--- src/rtl/pio_fifo_pkg.sv ---
// pio_fifo_pkg: shared mode encodings, mover FSM states and FIFO geometry
// for the PIO per-state-machine FIFO controller.
package pio_fifo_pkg;

  localparam logic [1:0] MODE_NORMAL  = 2'b00;
  localparam logic [1:0] MODE_JOIN_TX = 2'b01;
  localparam logic [1:0] MODE_JOIN_RX = 2'b10;

  localparam int FIFO_DEPTH = 4;

  typedef enum logic {
    MV_IDLE = 1'b0,
    MV_MOVE = 1'b1
  } mover_state_e;

  // The reserved encoding 2'b11 behaves exactly like normal mode.
  function automatic logic [1:0] norm_mode(input logic [1:0] m);
    if (m == 2'b11) begin
      return MODE_NORMAL;
    end else begin
      return m;
    end
  endfunction

endpackage

--- src/rtl/fifo.sv ---
// fifo: DEPTH-entry synchronous FIFO with registered read data and a
// one-cycle valid strobe. A push wins over a pull in the same cycle; the
// losing pull is not accepted and the requester has to retry.
module fifo #(
  parameter int WIDTH = 32,
  parameter int DEPTH = 4
) (
  input  logic             clk,
  input  logic             rst_n,
  input  logic             srst_i,
  input  logic             push_i,
  input  logic [WIDTH-1:0] din_i,
  output logic             full_o,
  input  logic             pull_i,
  output logic [WIDTH-1:0] dout_o,
  output logic             valid_o,
  output logic             empty_o
);

  localparam int AW = (DEPTH > 1) ? $clog2(DEPTH) : 1;
  localparam int CW = $clog2(DEPTH + 1);

  logic [WIDTH-1:0] mem_q [DEPTH];
  logic [AW-1:0]    wr_ptr_q;
  logic [AW-1:0]    rd_ptr_q;
  logic [CW-1:0]    count_q;
  logic [WIDTH-1:0] dout_q;
  logic             valid_q;
  logic             push_ok_s;
  logic             pull_ok_s;

  function automatic logic [AW-1:0] ptr_inc(input logic [AW-1:0] p);
    if (p == AW'(DEPTH - 1)) begin
      return '0;
    end else begin
      return p + AW'(1);
    end
  endfunction

  assign full_o    = (count_q == CW'(DEPTH));
  assign empty_o   = (count_q == '0);
  assign push_ok_s = push_i & ~full_o;
  assign pull_ok_s = pull_i & ~empty_o & ~push_ok_s;
  assign dout_o    = dout_q;
  assign valid_o   = valid_q;

  // Storage, pointers, occupancy and the registered read port.
  always_ff @(posedge clk or negedge rst_n) begin
    if (!rst_n) begin
      wr_ptr_q <= '0;
      rd_ptr_q <= '0;
      count_q  <= '0;
      dout_q   <= '0;
      valid_q  <= 1'b0;
      for (int i = 0; i < DEPTH; i++) mem_q[i] <= '0;
    end else if (srst_i) begin
      wr_ptr_q <= '0;
      rd_ptr_q <= '0;
      count_q  <= '0;
      dout_q   <= '0;
      valid_q  <= 1'b0;
      for (int i = 0; i < DEPTH; i++) mem_q[i] <= '0;
    end else begin
      valid_q <= pull_ok_s;
      if (push_ok_s) begin
        mem_q[wr_ptr_q] <= din_i;
        wr_ptr_q        <= ptr_inc(wr_ptr_q);
        count_q         <= count_q + CW'(1);
      end else if (pull_ok_s) begin
        dout_q   <= mem_q[rd_ptr_q];
        rd_ptr_q <= ptr_inc(rd_ptr_q);
        count_q  <= count_q - CW'(1);
      end else begin
        count_q <= count_q;
      end
    end
  end

endmodule

--- src/rtl/fifo_join_ctrl.sv ---
// fifo_join_ctrl: owns FIFOs A and B and presents them either as separate
// 4-deep TX/RX queues or as one 8-deep queue (tail -> mover -> head) in a
// single direction. A mode change costs one flush cycle that empties both.
module fifo_join_ctrl
  import pio_fifo_pkg::*;
#(
  parameter int WIDTH = 32
) (
  input  logic             clk,
  input  logic             reset,
  input  logic [1:0]       mode,
  input  logic             tx_push,
  input  logic [WIDTH-1:0] tx_din,
  output logic             tx_full,
  input  logic             tx_pull,
  output logic [WIDTH-1:0] tx_dout,
  output logic             tx_valid,
  output logic             tx_empty,
  input  logic             rx_push,
  input  logic [WIDTH-1:0] rx_din,
  output logic             rx_full,
  input  logic             rx_pull,
  output logic [WIDTH-1:0] rx_dout,
  output logic             rx_valid,
  output logic             rx_empty,
  output logic             busy
);

  mover_state_e     state_q;
  logic [1:0]       mode_q;

  logic [1:0]       eff_mode_s;
  logic             flush_s;
  logic             fifo_srst_s;
  logic             joined_s;
  logic             tail_full_s;
  logic             tail_empty_s;
  logic             head_full_s;
  logic             head_empty_s;
  logic             host_push_s;
  logic             cons_pull_s;
  logic             host_push_ok_s;
  logic             cons_pull_ok_s;
  logic             mover_pull_s;
  logic             mover_push_s;

  logic             a_push_s, a_pull_s, a_full_s, a_empty_s, a_valid_s;
  logic             b_push_s, b_pull_s, b_full_s, b_empty_s, b_valid_s;
  logic [WIDTH-1:0] a_din_s, a_dout_s, b_din_s, b_dout_s;

  assign fifo_srst_s = ~reset | flush_s;
  assign busy        = (state_q == MV_MOVE);

  // Mode decode and the mover's pull/push decisions for this cycle.
  always_comb begin
    eff_mode_s   = norm_mode(mode);
    flush_s      = (eff_mode_s != mode_q);
    joined_s     = (mode_q == MODE_JOIN_TX) || (mode_q == MODE_JOIN_RX);
    tail_full_s  = 1'b0;
    tail_empty_s = 1'b1;
    head_full_s  = 1'b0;
    head_empty_s = 1'b1;
    host_push_s  = 1'b0;
    cons_pull_s  = 1'b0;
    case (mode_q)
      MODE_JOIN_TX: begin
        tail_full_s  = b_full_s;
        tail_empty_s = b_empty_s;
        head_full_s  = a_full_s;
        head_empty_s = a_empty_s;
        host_push_s  = tx_push;
        cons_pull_s  = tx_pull;
      end
      MODE_JOIN_RX: begin
        tail_full_s  = a_full_s;
        tail_empty_s = a_empty_s;
        head_full_s  = b_full_s;
        head_empty_s = b_empty_s;
        host_push_s  = rx_push;
        cons_pull_s  = rx_pull;
      end
      default: begin
        host_push_s = 1'b0;
      end
    endcase
    host_push_ok_s = host_push_s & ~tail_full_s;
    cons_pull_ok_s = cons_pull_s & ~head_empty_s;
    // The tail pull must not collide with an accepted producer push.
    mover_pull_s   = ~flush_s & joined_s & (state_q == MV_IDLE) &
                     ~tail_empty_s & ~head_full_s & ~host_push_ok_s;
    // The head consumer wins; the mover holds its word until a free cycle.
    mover_push_s   = ~flush_s & joined_s & (state_q == MV_MOVE) & ~cons_pull_ok_s;
  end

  // Route requests to the physical FIFOs; nothing moves in a flush cycle.
  always_comb begin
    a_push_s = 1'b0;
    a_pull_s = 1'b0;
    a_din_s  = '0;
    b_push_s = 1'b0;
    b_pull_s = 1'b0;
    b_din_s  = '0;
    if (flush_s) begin
      a_push_s = 1'b0;
    end else begin
      case (mode_q)
        MODE_NORMAL: begin
          a_push_s = tx_push;
          a_din_s  = tx_din;
          a_pull_s = tx_pull;
          b_push_s = rx_push;
          b_din_s  = rx_din;
          b_pull_s = rx_pull;
        end
        MODE_JOIN_TX: begin
          b_push_s = tx_push;
          b_din_s  = tx_din;
          b_pull_s = mover_pull_s;
          a_push_s = mover_push_s;
          a_din_s  = b_dout_s;
          a_pull_s = tx_pull;
        end
        MODE_JOIN_RX: begin
          a_push_s = rx_push;
          a_din_s  = rx_din;
          a_pull_s = mover_pull_s;
          b_push_s = mover_push_s;
          b_din_s  = a_dout_s;
          b_pull_s = rx_pull;
        end
        default: begin
          a_push_s = 1'b0;
        end
      endcase
    end
  end

  // Present the head/tail status on each side; a disabled side reads full and empty.
  always_comb begin
    tx_full  = 1'b1;
    tx_empty = 1'b1;
    tx_valid = 1'b0;
    tx_dout  = '0;
    rx_full  = 1'b1;
    rx_empty = 1'b1;
    rx_valid = 1'b0;
    rx_dout  = '0;
    case (mode_q)
      MODE_JOIN_TX: begin
        tx_full  = b_full_s;
        tx_empty = a_empty_s;
        tx_valid = a_valid_s;
        tx_dout  = a_dout_s;
      end
      MODE_JOIN_RX: begin
        rx_full  = a_full_s;
        rx_empty = b_empty_s;
        rx_valid = b_valid_s;
        rx_dout  = b_dout_s;
      end
      default: begin
        tx_full  = a_full_s;
        tx_empty = a_empty_s;
        tx_valid = a_valid_s;
        tx_dout  = a_dout_s;
        rx_full  = b_full_s;
        rx_empty = b_empty_s;
        rx_valid = b_valid_s;
        rx_dout  = b_dout_s;
      end
    endcase
  end

  // Mover FSM and registered mode; a mode change flushes back to IDLE.
  always_ff @(posedge clk or negedge reset) begin
    if (!reset) begin
      state_q <= MV_IDLE;
      mode_q  <= MODE_NORMAL;
    end else if (flush_s) begin
      state_q <= MV_IDLE;
      mode_q  <= eff_mode_s;
    end else begin
      case (state_q)
        MV_IDLE: begin
          if (mover_pull_s) state_q <= MV_MOVE;
          else              state_q <= MV_IDLE;
        end
        MV_MOVE: begin
          if (mover_push_s) state_q <= MV_IDLE;
          else              state_q <= MV_MOVE;
        end
        default: state_q <= MV_IDLE;
      endcase
    end
  end

  fifo #(.WIDTH(WIDTH), .DEPTH(FIFO_DEPTH)) u_fifo_a (
    .clk     (clk),
    .rst_n   (reset),
    .srst_i  (fifo_srst_s),
    .push_i  (a_push_s),
    .din_i   (a_din_s),
    .full_o  (a_full_s),
    .pull_i  (a_pull_s),
    .dout_o  (a_dout_s),
    .valid_o (a_valid_s),
    .empty_o (a_empty_s)
  );

  fifo #(.WIDTH(WIDTH), .DEPTH(FIFO_DEPTH)) u_fifo_b (
    .clk     (clk),
    .rst_n   (reset),
    .srst_i  (fifo_srst_s),
    .push_i  (b_push_s),
    .din_i   (b_din_s),
    .full_o  (b_full_s),
    .pull_i  (b_pull_s),
    .dout_o  (b_dout_s),
    .valid_o (b_valid_s),
    .empty_o (b_empty_s)
  );

endmodule
--- config.mk ---
export PLATFORM = sky130hd
export DESIGN_NAME = fifo_join_ctrl
export DESIGN_NICKNAME = d
export VERILOG_FILES = /design/src/rtl/pio_fifo_pkg.sv /design/src/rtl/fifo.sv /design/src/rtl/fifo_join_ctrl.sv
export SDC_FILE = /design/constraint.sdc
export NUM_CORES = 1
export LEC_CHECK = 0
export CAP_MARGIN = 5
export CORE_UTILIZATION = 24
export CTS_BUF_LIST = sky130_fd_sc_hd__clkbuf_2 sky130_fd_sc_hd__clkbuf_4 sky130_fd_sc_hd__clkbuf_8
export CTS_CLUSTER_DIAMETER = 30
export DETAILED_ROUTE_END_ITERATION = 6
export PLACE_DENSITY_LB_ADDON = 0.1
export RECOVER_POWER = 50
export SLEW_MARGIN = 5
export SYNTH_ARGS = -nofsm -noshare
export SYNTH_HDL_FRONTEND = slang
export SYNTH_HIERARCHICAL = 1
export SYNTH_SLANG_ARGS = --single-unit
export TNS_END_PERCENT = 100
--- constraint.sdc ---
create_clock -name clk -period 4.2 [get_ports clk]
set_input_delay 1.05 -clock clk [delete_from_list [all_inputs] [get_ports clk]]
set_output_delay 1.05 -clock clk [all_outputs]
set_load 0.005 [all_outputs]
==> summary by stage <==
Setup path
The biggest fanout along the worst timing path is 74. The largest individual stage delay along the critical path comes from the cell sky130_fd_sc_hd__clkdlybuf4s50_1. The capturing element type of the critical path is an output port.

The data arrival time of the critical path is 2.98 ns. The critical path in this run is classified as reg -> out. For the worst setup path, the data required time is 3.15 ns.

The startpoint class of the critical path is a register. The most repeated library cell on the critical path is sky130_fd_sc_hd__a21oi_1. The critical path goes through inv_1 -> ha_4 -> buf_12 -> a21oi_1 -> a21oi_1 -> clkdlybuf4s50_1. The longest individual stage delay on the worst path is 0.52 ns.

Detailed routing
The ratio of routed vias to standard cells is 4.79. After detailed routing, the number of remaining DRC violations is 0. Dividing the detail-routed wire length by the instance count gives 22.7 um. After detailed routing, the total wire length is 60400 um.

The detail route stage leaves a number of antenna-violating nets equal to 0. The first detailed-routing pass took 7 iterations. For this block, the initial DRC count from the detailed router was 1030.

Summing over every cut layer, the via total after detailed routing is 12800.

Timing
For the pin with the worst max-slew slack, the measured transition is 2.13 ns. The maximum clock rate is 248 MHz. The final period utilization is 0.959. The total count of hold-check failures in the final report is 0. The total negative slack is 0 ns. The final-report max-slew violation count is 237. Once routing completed, OpenROAD measured the worst setup slack at 0.171 ns. Measured against its own limit, the worst slew margin works out to -0.419.

Setup violations remaining at the end of the flow were counted as 0. The post-route clock skew is 0.0224 ns. The clock period minus worst slack is 4.03 ns. Setup repair after global routing left no endpoint under its margin. The tightest hold path in the finished design has a slack of 0.243 ns.

Synth
Summing every instance area after synthesis gives 0.0176 mm2. The number of flops mapped to enable cells by yosys is 0. By area the synthesized netlist is led by sky130_fd_sc_hd__dfrtp_1, sky130_fd_sc_hd__mux2i_1, sky130_fd_sc_hd__mux4_2. The synthesized design contains 339 register bits.

The share of synthesized area in the top cell type comes to 0.482. The number of warnings printed during yosys synthesis is 6. Of the synthesized area, sequential elements account for 0.482. The synthesized design spends more area on one cell type than any other, namely sky130_fd_sc_hd__dfrtp_1.

In the synthesized netlist the dominant register cell turns out to be sky130_fd_sc_hd__dfrtp_1. The number of distinct library cells after synthesis is 53. By instance count, the leading cell after synthesis is sky130_fd_sc_hd__dfrtp_1.

By count the netlist is led by sky130_fd_sc_hd__dfrtp_1, sky130_fd_sc_hd__mux2i_1, sky130_fd_sc_hd__nand2b_1, sky130_fd_sc_hd__nand2_1, sky130_fd_sc_hd__a22o_1. Each instance of the synthesized netlist takes up on average 11.8 um2. Of all flip-flops after synthesis, the portion carrying an async set or reset was 1.00. The number of nets handed over by synthesis was 1577. The post-synthesis instance total is 1490.

Die
143 I/O pins were placed. The initial core utilization is 0.245. The floorplan step set the die height to 273 um.

The number of placement rows is 98. The die covers 0.0744 mm2. The total area inside the core boundary comes to 0.0720 mm2.

The horizontal extent of the die is 273 um.

Flow run
The max-cap violation count is 3.

Clock network
The tree is rooted in a sky130_fd_sc_hd__clkbuf_8. The count of H-tree levels built during CTS is 3. The count of cells resized by post-cts repair is 0. After clock tree synthesis, the flow added hold-fix buffers numbering 0.

The clock-pin slew on the worst setup and hold paths is 0.05 ns. The worst-case clock buffer depth is 3. The clock buffer count from CTS is 96. The total setup buffers inserted after CTS is 0. The clock tree from TritonCTS is yes. The clock latency at the later pin of the worst-skew pair is 0.66 ns. The clock drives 339 sinks.

Layout
The filler cells instantiated in the layout total 7296. The final core utilization is 0.312. The fraction of final layout cells with drive strength greater than 1 is 0.176. Relative to the synthesized area, the layout overhead comes to 27.7%. The final layout net count is 1721.

GRT
After global routing the overflow that remains totals 0. In the global route stage, overall resource usage came out at 0.163. The number of antenna violations at the first check in global routing came to 6. The via count of the first global-routing pass came to 13600. Entering global routing, the biggest net connects 156 pins.

The first global-routing pass estimated 91300 um of wire.

Status
The checks that failed: max-capacitance violations, max-slew violations. The run finished, with violations left.

Power
The total power consumption of the routed design is 9.74 mW. The share of total power dissipated in the clock network is 0.583. The share of total power dissipated in combinational logic is 0.079. Cell internal power was estimated by the tool at 7.39 mW. The worst supply voltage drop on vdd is 169 uV. The net switching power is 2.34 mW. The power per standard cell area is 433 mW/mm2. Of the total power, the share spent switching nets is 0.241.

For this design the static power due to leakage is 10.1 nW. The share of total power dissipated in sequential elements is 0.339.

Hold path
In this run the worst hold path is classified as in -> async.

Placement
The final estimated routing congestion in global placement is 0.754. Input and output buffers added on the ports amount to 142. Once detailed placement completed, the half-perimeter wirelength came to 37500 um.

The worst setup timing slack at the placement stage is 0.253 ns.
[layout make-up]
class                           count  area (um2)  area share
Timing Repair Buffer              181        1840      0.0817
Clock inverter                     46         764      0.0340
Tap cell                          950        1190      0.0529
Inverter                           19        72.6     0.00323
Clock buffer                      129        1690      0.0751
Sequential cell                   339        8490       0.378
Multi-Input combinational cell    997        8430       0.375
Antenna cell                        5        12.5    0.000557
[layer usage]
| metal | global-route usage | vias up | wire length [um] |
|---|---|---|---|
| met2 | 0.260 | 330 | 28300 |
| met4 | 0.0543 | 0 | 1330 |
| met3 | 0.0257 | 89 | 2430 |
| met5 | 0 | - | 0 |
| li1 | - | 5735 | - |
| met1 | 0.225 | 6604 | 28300 |
[layout by cell type (no fill, tap or decap), types with 18 or more instances in the layout]
master,count
sky130_fd_sc_hd__bufinv_16,20
sky130_fd_sc_hd__mux2i_1,226
sky130_fd_sc_hd__clkbuf_8,115
sky130_fd_sc_hd__buf_4,19
sky130_fd_sc_hd__dfrtp_1,337
sky130_fd_sc_hd__a222oi_1,64
sky130_fd_sc_hd__nor2_1,71
sky130_fd_sc_hd__a22o_1,98
sky130_fd_sc_hd__mux4_2,64
sky130_fd_sc_hd__nand2_1,106
sky130_fd_sc_hd__inv_1,18
sky130_fd_sc_hd__nor2b_1,72
sky130_fd_sc_hd__clkdlybuf4s50_1,139
sky130_fd_sc_hd__nand2b_1,188
[power groups by stage]
stage               clock, mW  combinational, mW  sequential [mW]
floorplan                   0              0.410             3.35
global placement            0              0.785             3.35
detailed placement          0              0.785             3.35
CTS                      5.83              0.788             3.30
global route             6.01              0.831             3.30
finish                   5.67              0.764             3.30
[sequential cells by signal, indices dropped and copies added (netlist names), 2 cells and up]
register	count
u_fifo_b/mem_q	128
u_fifo_a/wr_ptr_q	2
u_fifo_b/wr_ptr_q	2
u_fifo_b/dout_o	32
u_fifo_a/count_q	3
u_fifo_a/mem_q	128
u_fifo_a/dout_o	32
u_fifo_a/rd_ptr_q	2
mode_q	2
u_fifo_b/rd_ptr_q	2
u_fifo_b/count_q	3
[critical path, delay by kind of cell, from the launching register on]
kind | cells | cell delay [ns]
adders and majority gates | 1 | 0.45
buffers and inverters | 3 | 1.08
AOI/OAI and AO/OA | 2 | 0.28
DFF | 1 | 0.48
[kinds of logic after synthesis]
logic type | after synthesis | share of synthesized area
muxes | 292 | 0.212
xor gates and xnor gates | 1 | 0.000498
DFF | 339 | 0.482
and+or+nand+nor | 469 | 0.143
AOI/OAI and AO/OA | 220 | 0.108
adders and majority gates | 15 | 0.0115
buffers and inverters | 154 | 0.0435
[worst paths after layout]
check                                               start  slack [ns]  cells past startpoint                               to
min in group clk           u_fifo_b/mem_q[94]$_DFFE_PN0P_        0.50                      1   u_fifo_b/mem_q[94]$_DFFE_PN0P_
max reg2reg                         mode_q[1]$_DFFE_PN0N_        0.25                     11  u_fifo_a/dout_o[15]$_DFFE_PN0P_
max                                 mode_q[0]$_DFFE_PN0N_        0.17                      6                          rx_full
min reg2reg                u_fifo_b/mem_q[94]$_DFFE_PN0P_        0.50                      1   u_fifo_b/mem_q[94]$_DFFE_PN0P_
min                                                 reset        0.24                      1   u_fifo_a/dout_o[8]$_DFFE_PN0P_
max in group asynchronous                           reset        0.70                      3  u_fifo_b/dout_o[19]$_DFFE_PN0P_
[per-stage QoR]
stage / cell area, um2 / std cells
finish: 22500 / 2666
global route: 22500 / 2666
CTS: 22500 / 2661
detailed placement: 20100 / 2486
global placement: 20100 / 2486
floorplan: 17600 / 1490
No activity file was read; power rests on OpenSTA's default activity.
